<file path="config.mk">
export PLATFORM = sky130hd
export DESIGN_NAME = uart_rx
export DESIGN_NICKNAME = d
export VERILOG_FILES = /design/src/rtl/uart_rx.sv
export SDC_FILE = /design/constraint.sdc
export NUM_CORES = 1
export LEC_CHECK = 0
export ABC_CLOCK_PERIOD_IN_PS = 1900
export CAP_MARGIN = 20
export CORE_MARGIN = 2
export CORE_UTILIZATION = 28
export CTS_BUF_LIST = sky130_fd_sc_hd__clkbuf_16
export DETAILED_ROUTE_END_ITERATION = 8
export SLEW_MARGIN = 20
export SYNTH_ARGS = -nofsm -noshare
export SYNTH_HDL_FRONTEND = slang
export SYNTH_SLANG_ARGS = --single-unit
</file>
<file path="constraint.sdc">
create_clock -name clk -period 1.9 [get_ports clk]
set_clock_uncertainty 0.05 [all_clocks]
set_input_delay 0.285 -clock clk [delete_from_list [all_inputs] [get_ports clk]]
set_output_delay 0.285 -clock clk [all_outputs]
set_load 0.01 [all_outputs]
</file>
<file path="src/rtl/uart_rx.sv">
// 8N1 UART receiver: LSB first, one start bit, eight data bits, one stop bit.
// Emits each good byte on out with a one-cycle valid; a bad stop bit gives frame_err instead.
module uart_rx #(
  parameter int CYCLES_PER_BIT = 10400
) (
  input  logic       clk,
  input  logic       rst_n,
  input  logic       rx,
  output logic [7:0] out,
  output logic       valid,
  output logic       frame_err,
  output logic       busy
);

  localparam logic [15:0] BIT_LAST  = 16'(CYCLES_PER_BIT - 1);
  localparam logic [15:0] HALF_LAST = 16'(CYCLES_PER_BIT / 2 - 1);

  typedef enum logic [2:0] {
    RECOVER,
    IDLE,
    START,
    DATA,
    STOP
  } state_t;

  state_t      state_reg, state_next;
  logic        s1_reg, rx_s_reg;
  logic [15:0] cnt_reg, cnt_next;
  logic [2:0]  idx_reg, idx_next;
  logic [7:0]  shift_reg, shift_next;
  logic [7:0]  out_reg, out_next;
  logic        valid_reg, valid_next;
  logic        frame_err_reg, frame_err_next;

  always_ff @(posedge clk or negedge rst_n) begin
    if (!rst_n) begin
      state_reg     <= RECOVER;
      s1_reg        <= 1'b0;
      rx_s_reg      <= 1'b0;
      cnt_reg       <= '0;
      idx_reg       <= '0;
      shift_reg     <= '0;
      out_reg       <= '0;
      valid_reg     <= 1'b0;
      frame_err_reg <= 1'b0;
    end else begin
      state_reg     <= state_next;
      s1_reg        <= rx;
      rx_s_reg      <= s1_reg;
      cnt_reg       <= cnt_next;
      idx_reg       <= idx_next;
      shift_reg     <= shift_next;
      out_reg       <= out_next;
      valid_reg     <= valid_next;
      frame_err_reg <= frame_err_next;
    end
  end

  always_comb begin
    state_next     = state_reg;
    cnt_next       = cnt_reg + 16'd1;
    idx_next       = idx_reg;
    shift_next     = shift_reg;
    out_next       = out_reg;
    valid_next     = 1'b0;
    frame_err_next = 1'b0;
    case (state_reg)
      // A line held low through reset or a break must go high before any start is accepted.
      RECOVER: begin
        cnt_next = '0;
        if (rx_s_reg) state_next = IDLE;
      end
      IDLE: begin
        cnt_next = '0;
        if (!rx_s_reg) state_next = START;
      end
      START: begin
        if (cnt_reg == HALF_LAST) begin
          cnt_next = '0;
          if (!rx_s_reg) begin
            state_next = DATA;
            idx_next   = '0;
          end else begin
            state_next = IDLE;
          end
        end
      end
      DATA: begin
        if (cnt_reg == BIT_LAST) begin
          cnt_next            = '0;
          shift_next[idx_reg] = rx_s_reg;
          if (idx_reg == 3'd7) state_next = STOP;
          else                 idx_next   = idx_reg + 3'd1;
        end
      end
      STOP: begin
        if (cnt_reg == BIT_LAST) begin
          cnt_next = '0;
          if (rx_s_reg) begin
            out_next   = shift_reg;
            valid_next = 1'b1;
            state_next = IDLE;
          end else begin
            frame_err_next = 1'b1;
            state_next     = RECOVER;
          end
        end
      end
      default: state_next = RECOVER;
    endcase
  end

  always_comb begin
    out       = out_reg;
    valid     = valid_reg;
    frame_err = frame_err_reg;
    busy      = (state_reg == START) || (state_reg == DATA) || (state_reg == STOP);
  end

endmodule

</file>
# ---- After elaboration in Yosys (flattened, before gate mapping)
# Cells that the tools add are included.
dict set report op_classes {
  add_sub_neg 2
  magnitude_cmp 2
  n_eq_ne 15
  mux 26
  n_reduce_logical 11
}
# cell n
set op_table {}
lappend op_table {{16-bit one-hot mux with 3 select lines} 1}
lappend op_table {{16-bit two-way mux} 2}
lappend op_table {{3-bit two-way mux} 10}
lappend op_table {{16-bit by 1-bit adder with 16-bit output (second input constant)} 1}
lappend op_table {{16-bit by 13-bit equality test with 1-bit output (second input constant)} 1}
lappend op_table {{16-bit by 14-bit equality test with 1-bit output (second input constant)} 1}
lappend op_table {{2-bit inequality test (second input constant)} 8}
lappend op_table {{3-bit one-hot mux with 5 select lines} 1}
lappend op_table {{8-bit bitwise mux} 1}
lappend op_table {{1-bit two-way mux} 8}
lappend op_table {{3-bit by 2-bit equality test with 1-bit output (second input constant)} 2}
lappend op_table {{3-bit equality test (second input constant)} 2}
lappend op_table {{3-bit one-hot mux with 2 select lines} 1}
lappend op_table {{6-bit AND reduction} 1}
lappend op_table {{5-bit AND reduction} 1}
lappend op_table {{3-bit by 4-bit < comparator with 1-bit output (second input constant)} 1}
lappend op_table {{2-bit OR reduction} 2}
lappend op_table {{3-bit by 1-bit adder with 3-bit output (second input constant)} 1}
lappend op_table {{1-bit demux with 3-bit select} 1}
lappend op_table {{3-bit by 1-bit equality test with 1-bit output (second input constant)} 1}
lappend op_table {{3-bit by 1-bit >= comparator with 1-bit output (second input constant)} 1}
lappend op_table {{3-bit zero test} 1}
lappend op_table {{3-bit AND reduction} 1}
lappend op_table {{1-bit logical OR} 2}
lappend op_table {{4 further kinds} 4}
dict set report word_totals {
  reg_bits 42
  output_inout_bits 11
}

# ---- Depth between registers and ports, before layout
dict set report depth {
  depth_word 5
  mapped_depth 6
  ltp_nobuf 6
}

# ---- Worst setup path after synthesis
# Ideal clock, no wire load.
dict set report synth_timing {
  path_type {register -> register}
  startpoint {register cnt_reg[0]}
  endpoint {register shift_reg[4]}
  setup_time_ns 0.128
  t_arrival_ns 1.763
  required_ns 1.722
  slack_ns -0.041
  stages_incl_launch_ff 7
  path_buffers 1
  period_less_slack_ns 1.941
  path_cell_list {dfrtp_1 > ha_1 > and4_1 > nand4_1 > buf_2 > nor4_1 > mux2_1}
}
dict set report synth_via {
  elab_chain_len 2
}
# item line_no
set synth_lines {}
lappend synth_lines {{from (decl)} 28} ;# logic [15:0] cnt_reg, cnt_next;
lappend synth_lines {{from (signal assigned)} 50} ;# cnt_reg <= cnt_next;
lappend synth_lines {{16-bit by 14-bit equality test with 1-bit output} 89} ;# if (cnt_reg == BIT_LAST) begin
lappend synth_lines {{2-bit AND reduction (no source line)} n/a}
lappend synth_lines {{to (signal assigned)} 52} ;# shift_reg <= shift_next;
lappend synth_lines {{to (decl)} 30} ;# logic [7:0] shift_reg, shift_next;
# Every way passes these cells.
# A chain may end at the register's enable or synchronous reset.

# ---- Worst setup path in the final report
dict set report layout_timing {
  startpoint {register state_reg[2]}
  endpoint {register idx_reg[0]}
}
dict set report layout_via {
  elab_chain_len 3
}
# item line_no
set layout_lines {}
lappend layout_lines {{from (decl)} 26} ;# state_t state_reg, state_next;
lappend layout_lines {{from (signal assigned)} 47} ;# state_reg <= state_next;
lappend layout_lines {{3-bit by 2-bit equality test with 1-bit output} 67} ;# case (state_reg)
lappend layout_lines {{2-bit inequality test (no source line) or 2-bit nonzero test (tied branches)} n/a}
lappend layout_lines {{5-bit AND reduction (no source line)} n/a}
lappend layout_lines {{to (signal assigned)} 51} ;# idx_reg <= idx_next;
lappend layout_lines {{to (decl)} 29} ;# logic [2:0] idx_reg, idx_next;
# Several ways; a longest one is shown, not always the timed one.

==> summary.txt <==
Synth
  • Main combinational cell family by area after synthesis: simple AND/OR/NAND/NOR gates
  • Synth Flop Type: dfrtp_1
  • Synth Area in Adders: roughly 1.8%
  • Xor/xnor share of the synthesized area: around 5%
  • Area contributors post-synth: dfrtp_1 (50%), mux2_2 (5.9%), xnor2_1 (3.4%), nor4_1 (3.3%), a21oi_1 (3.1%)
  • FF+latch count, synth: 42
  • Most frequent cell after synthesis: dfrtp_1
  • Synth Instances: approximately 190
  • EDFF count, synth: 0
  • Area leader, netlist: dfrtp_1
  • Most frequent cells after synthesis: dfrtp_1 (42), a21oi_1 (13), mux2_2 (11), nor4_1 (11), nand2_1 (9)
  • FFs w/ async S/R, synth: 100%
  • Compound-Gate Fraction of Synth Area: a little under a tenth
  • Sequential-to-total area share from yosys stat: between 50% and 60%
  • Post-synthesis simple-gate area fraction: ~22%
  • Synthesized Nets: slightly below 200
  • Mux cell area share after synthesis: around 8.6%
  • Top cell type's share of synthesized area: 50.5%
  • YS warnings: 0
  • Mean Syn Cell Area: around 11 um^2
  • Synth cell types: 45
  • Synthesized area: about 2100 um^2

Cells and area
  • Final net count: about 240
  • Final Non-Filler Cells: ~340
  • FILL cells: between 700 and 800
  • Share of cells above drive strength 1: around a third
  • Max reg flops: 16
  • Area growth, synth to finish: 35.9%
  • Ant diodes: 0
  • Fin util: between 30% and 40%

STA
  • Post-Route Setup TNS: 0 ns
  • Final slew viol count: 0
  • Tmin final: 1.82 ns
  • Slew margin rel.: roughly two thirds
  • Slew of the pin with the lowest slew margin: about 0.53 ns
  • Fin crit share: between 90% and 100%
  • Fmax achieved: 549 MHz
  • Finish-stage setup viols: 0
  • RSZ-0062 raised after global routing: true
  • Hold Vio Cnt, Final: 0

Worst setup path
  • Max FO, Critical Path: 6
  • Slowest stage delay, CP: between 0.4 and 0.5 ns
  • Slowest CP cell: or3b_2
  • Worst Path Required: between 2 and 2.5 ns
  • Arr. time, crit path: about 1.9 ns
  • R2r setup slk: slightly below 0.08 ns
  • Worst setup SP type: flip-flop
  • CP Class: flip-flop to flip-flop
  • Critical path capture point type: flip-flop
  • Crit-path cells: buf_4 -> or3b_2 -> nor4_1 -> a22oi_1 -> mux2_2

Clocking
  • H-Tree Depth: 2
  • Deepest clock path buffer count: 2
  • CTS Buf Count: 5
  • CTS root buf: clkbuf_16
  • Clock-pin slew on the worst setup and hold paths: about 0.06 ns
  • Clock sinks: 42
  • Clk_lat worst skew: approximately 0.28 ns
  • CTS tree: yes

Die
  • Die Area: 8150 um^2
  • Die Height: between 90 and 100 um
  • Core ar.: around 7200 um^2
  • Width of the die: 90.3 um
  • Num ports: 14
  • Rows: 31
  • Starting density of the core: between 20% and 30%

Placed design
  • Cells after DPL: between 300 and 400
  • DP Wirelength: between 3000 and 4000 um
  • Gpl congestion: about 0.9
  • Port buffer count: 13

Pwr
  • Clock power frac: a little over a third
  • Gate power share: around a quarter
  • Sw Share: between 20% and 30%
  • NetSw: 761 uW
  • Total power draw: between 2000 and 3000 uW
  • Leakage: between 0.001 and 0.0015 uW
  • Cell Pwr Density: 923 nW/um^2
  • Sequential power share: about two fifths
  • Pint: between 1500 and 2000 uW
  • VDD IR-drop max: between 300 and 400 uV

Run
  • Max cap viols: 0

Routing
  • Routed wl met2: 2140 um
  • Met3 WL: around 110 um
  • Met1 WL: 2180 um
  • Post-DRT Antenna Nets: 0
  • Post-Route WL: roughly 4600 um
  • WL per Instance: about 14 um
  • Iter 0 DRT Violations: 56
  • Top layer reached by signal wires: met4
  • DR vias: roughly 1,700
  • DR pass1 iterations: 4
  • Drt drc: 0
  • Via density: 4.93

Global routing
  • Global-route wire length before repair: approximately 8000 um
  • Number of global-route vias before repair: around 1,600
  • GR Overflow Total: 0
  • Tot GR Track Use: 11.8%
  • Pin count of the biggest net entering global routing: 43
  • Initial antenna violation count: 0

Hold path
  • HP Class: input port to asynchronous set/reset pin

Status
  • Status: complete, no violations
-- path summary, 6_finish.rpt --
check | start | to | cells after the start
setup / recovery | state_reg[2] | idx_reg[0] | 5
hold / removal | rst_n | out[6] | 2
setup reg to reg | state_reg[2] | idx_reg[0] | 5
hold reg to reg | s1_reg | rx_s_reg | 0
max in group asynchronous | rst_n | state_reg[0] | 2
min in group clk | s1_reg | rx_s_reg | 0
-- routing by layer --
metal | up-vias | global-route usage (%)
li1 | 795 | -
met1 | 818 | 16.4
met2 | 26 | 17.8
met3 | 11 | 2.00
met4 | 0 | 6.03
met5 | - | 0
-- layout by cell type, fill, tap and decap left out, types with 2 or more instances in the layout --
| cell | n |
|---|---|
| o21ai_0 | 5 |
| mux2_2 | 11 |
| xor2_1 | 4 |
| mux2_1 | 5 |
| clkbuf_16 | 5 |
| dfrtp_1 | 39 |
| o21ai_1 | 2 |
| nor4_2 | 5 |
| nor2_1 | 5 |
| nand3_1 | 5 |
| and4_1 | 2 |
| nand3b_1 | 2 |
| ha_1 | 2 |
| dfrtp_2 | 3 |
| nor3_1 | 4 |
| clkdlybuf4s50_1 | 11 |
| xnor2_1 | 8 |
| inv_1 | 8 |
| or3_4 | 2 |
| nor4_1 | 5 |
| a21oi_1 | 13 |
| buf_6 | 3 |
| a22o_1 | 2 |
| and4bb_2 | 2 |
| buf_4 | 31 |
| o31ai_1 | 2 |
| nand2b_1 | 4 |
| a22oi_1 | 2 |
| nand4_1 | 6 |
| nand2_1 | 9 |
-- final cells by class --
| class | count | area (um^2) | share of cell area, % |
|---|---|---|---|
| clock buffer | 5 | 125 | 4.42 |
| clock inverter | 3 | 41.3 | 1.46 |
| timing repair buffer | 47 | 394 | 13.9 |
| inverter | 7 | 26.3 | 0.928 |
| sequential | 42 | 1050 | 37.3 |
| multi-input combinational | 132 | 1070 | 37.6 |
| tap | 99 | 124 | 4.37 |
-- through the flow --
| step | hold WS, ns | worst slack [ns] | instance area, um^2 |
|---|---|---|---|
| after CTS | 0.0362 | 0.00771 | 2700 |
| after detailed placement | 0.306 | 0.0124 | 2510 |
| after global placement | 0.287 | 0.0566 | 2510 |
| after global routing | 0.0756 | -0.0180 | 2830 |
| after floorplan | -0.0606 | -0.0265 | 2090 |
| final | 0.00353 | 0.0773 | 2830 |
-- what timing repair did --
item                       in CTS  in global routing
setup buffers                   2                  4
setup endpoints to repair       1                 35
pin swaps                       0                  3
resized for setup               3                 21
hold buffers                    0                  0
-- power groups by stage --
stage / Combinational (uW) / Clock, uW / Sequential, uW
global route: 702 / 1020 / 1030
global placement: 559 / 0 / 1040
floorplan: 323 / 0 / 1030
CTS: 581 / 973 / 1030
detailed placement: 567 / 0 / 1040
finish: 634 / 953 / 1030
-- kinds of logic (layout without fill, tap and decap cells) --
logic type               Yosys count  in the layout
XOR/XNOR                          12             12
AO/OA/AOI/OAI                     32             32
adder cells (fa/ha/maj)            3              3
AND/OR/NAND/NOR                   69             69
multiplexers                      16             16
buffers and inverters             15             62
flip-flops                        42             42
-- worst max-delay path: cells and delay by family, from the launching register on --
family / cells / cell delay (ns)
DFF: 1 / 0.43
buffers and inverters: 1 / 0.15
muxes: 1 / 0.29
AOI/OAI and AO/OA: 1 / 0.15
and+or+nand+nor: 2 / 0.64
Note: power is estimated with default switching activity, not from simulation.
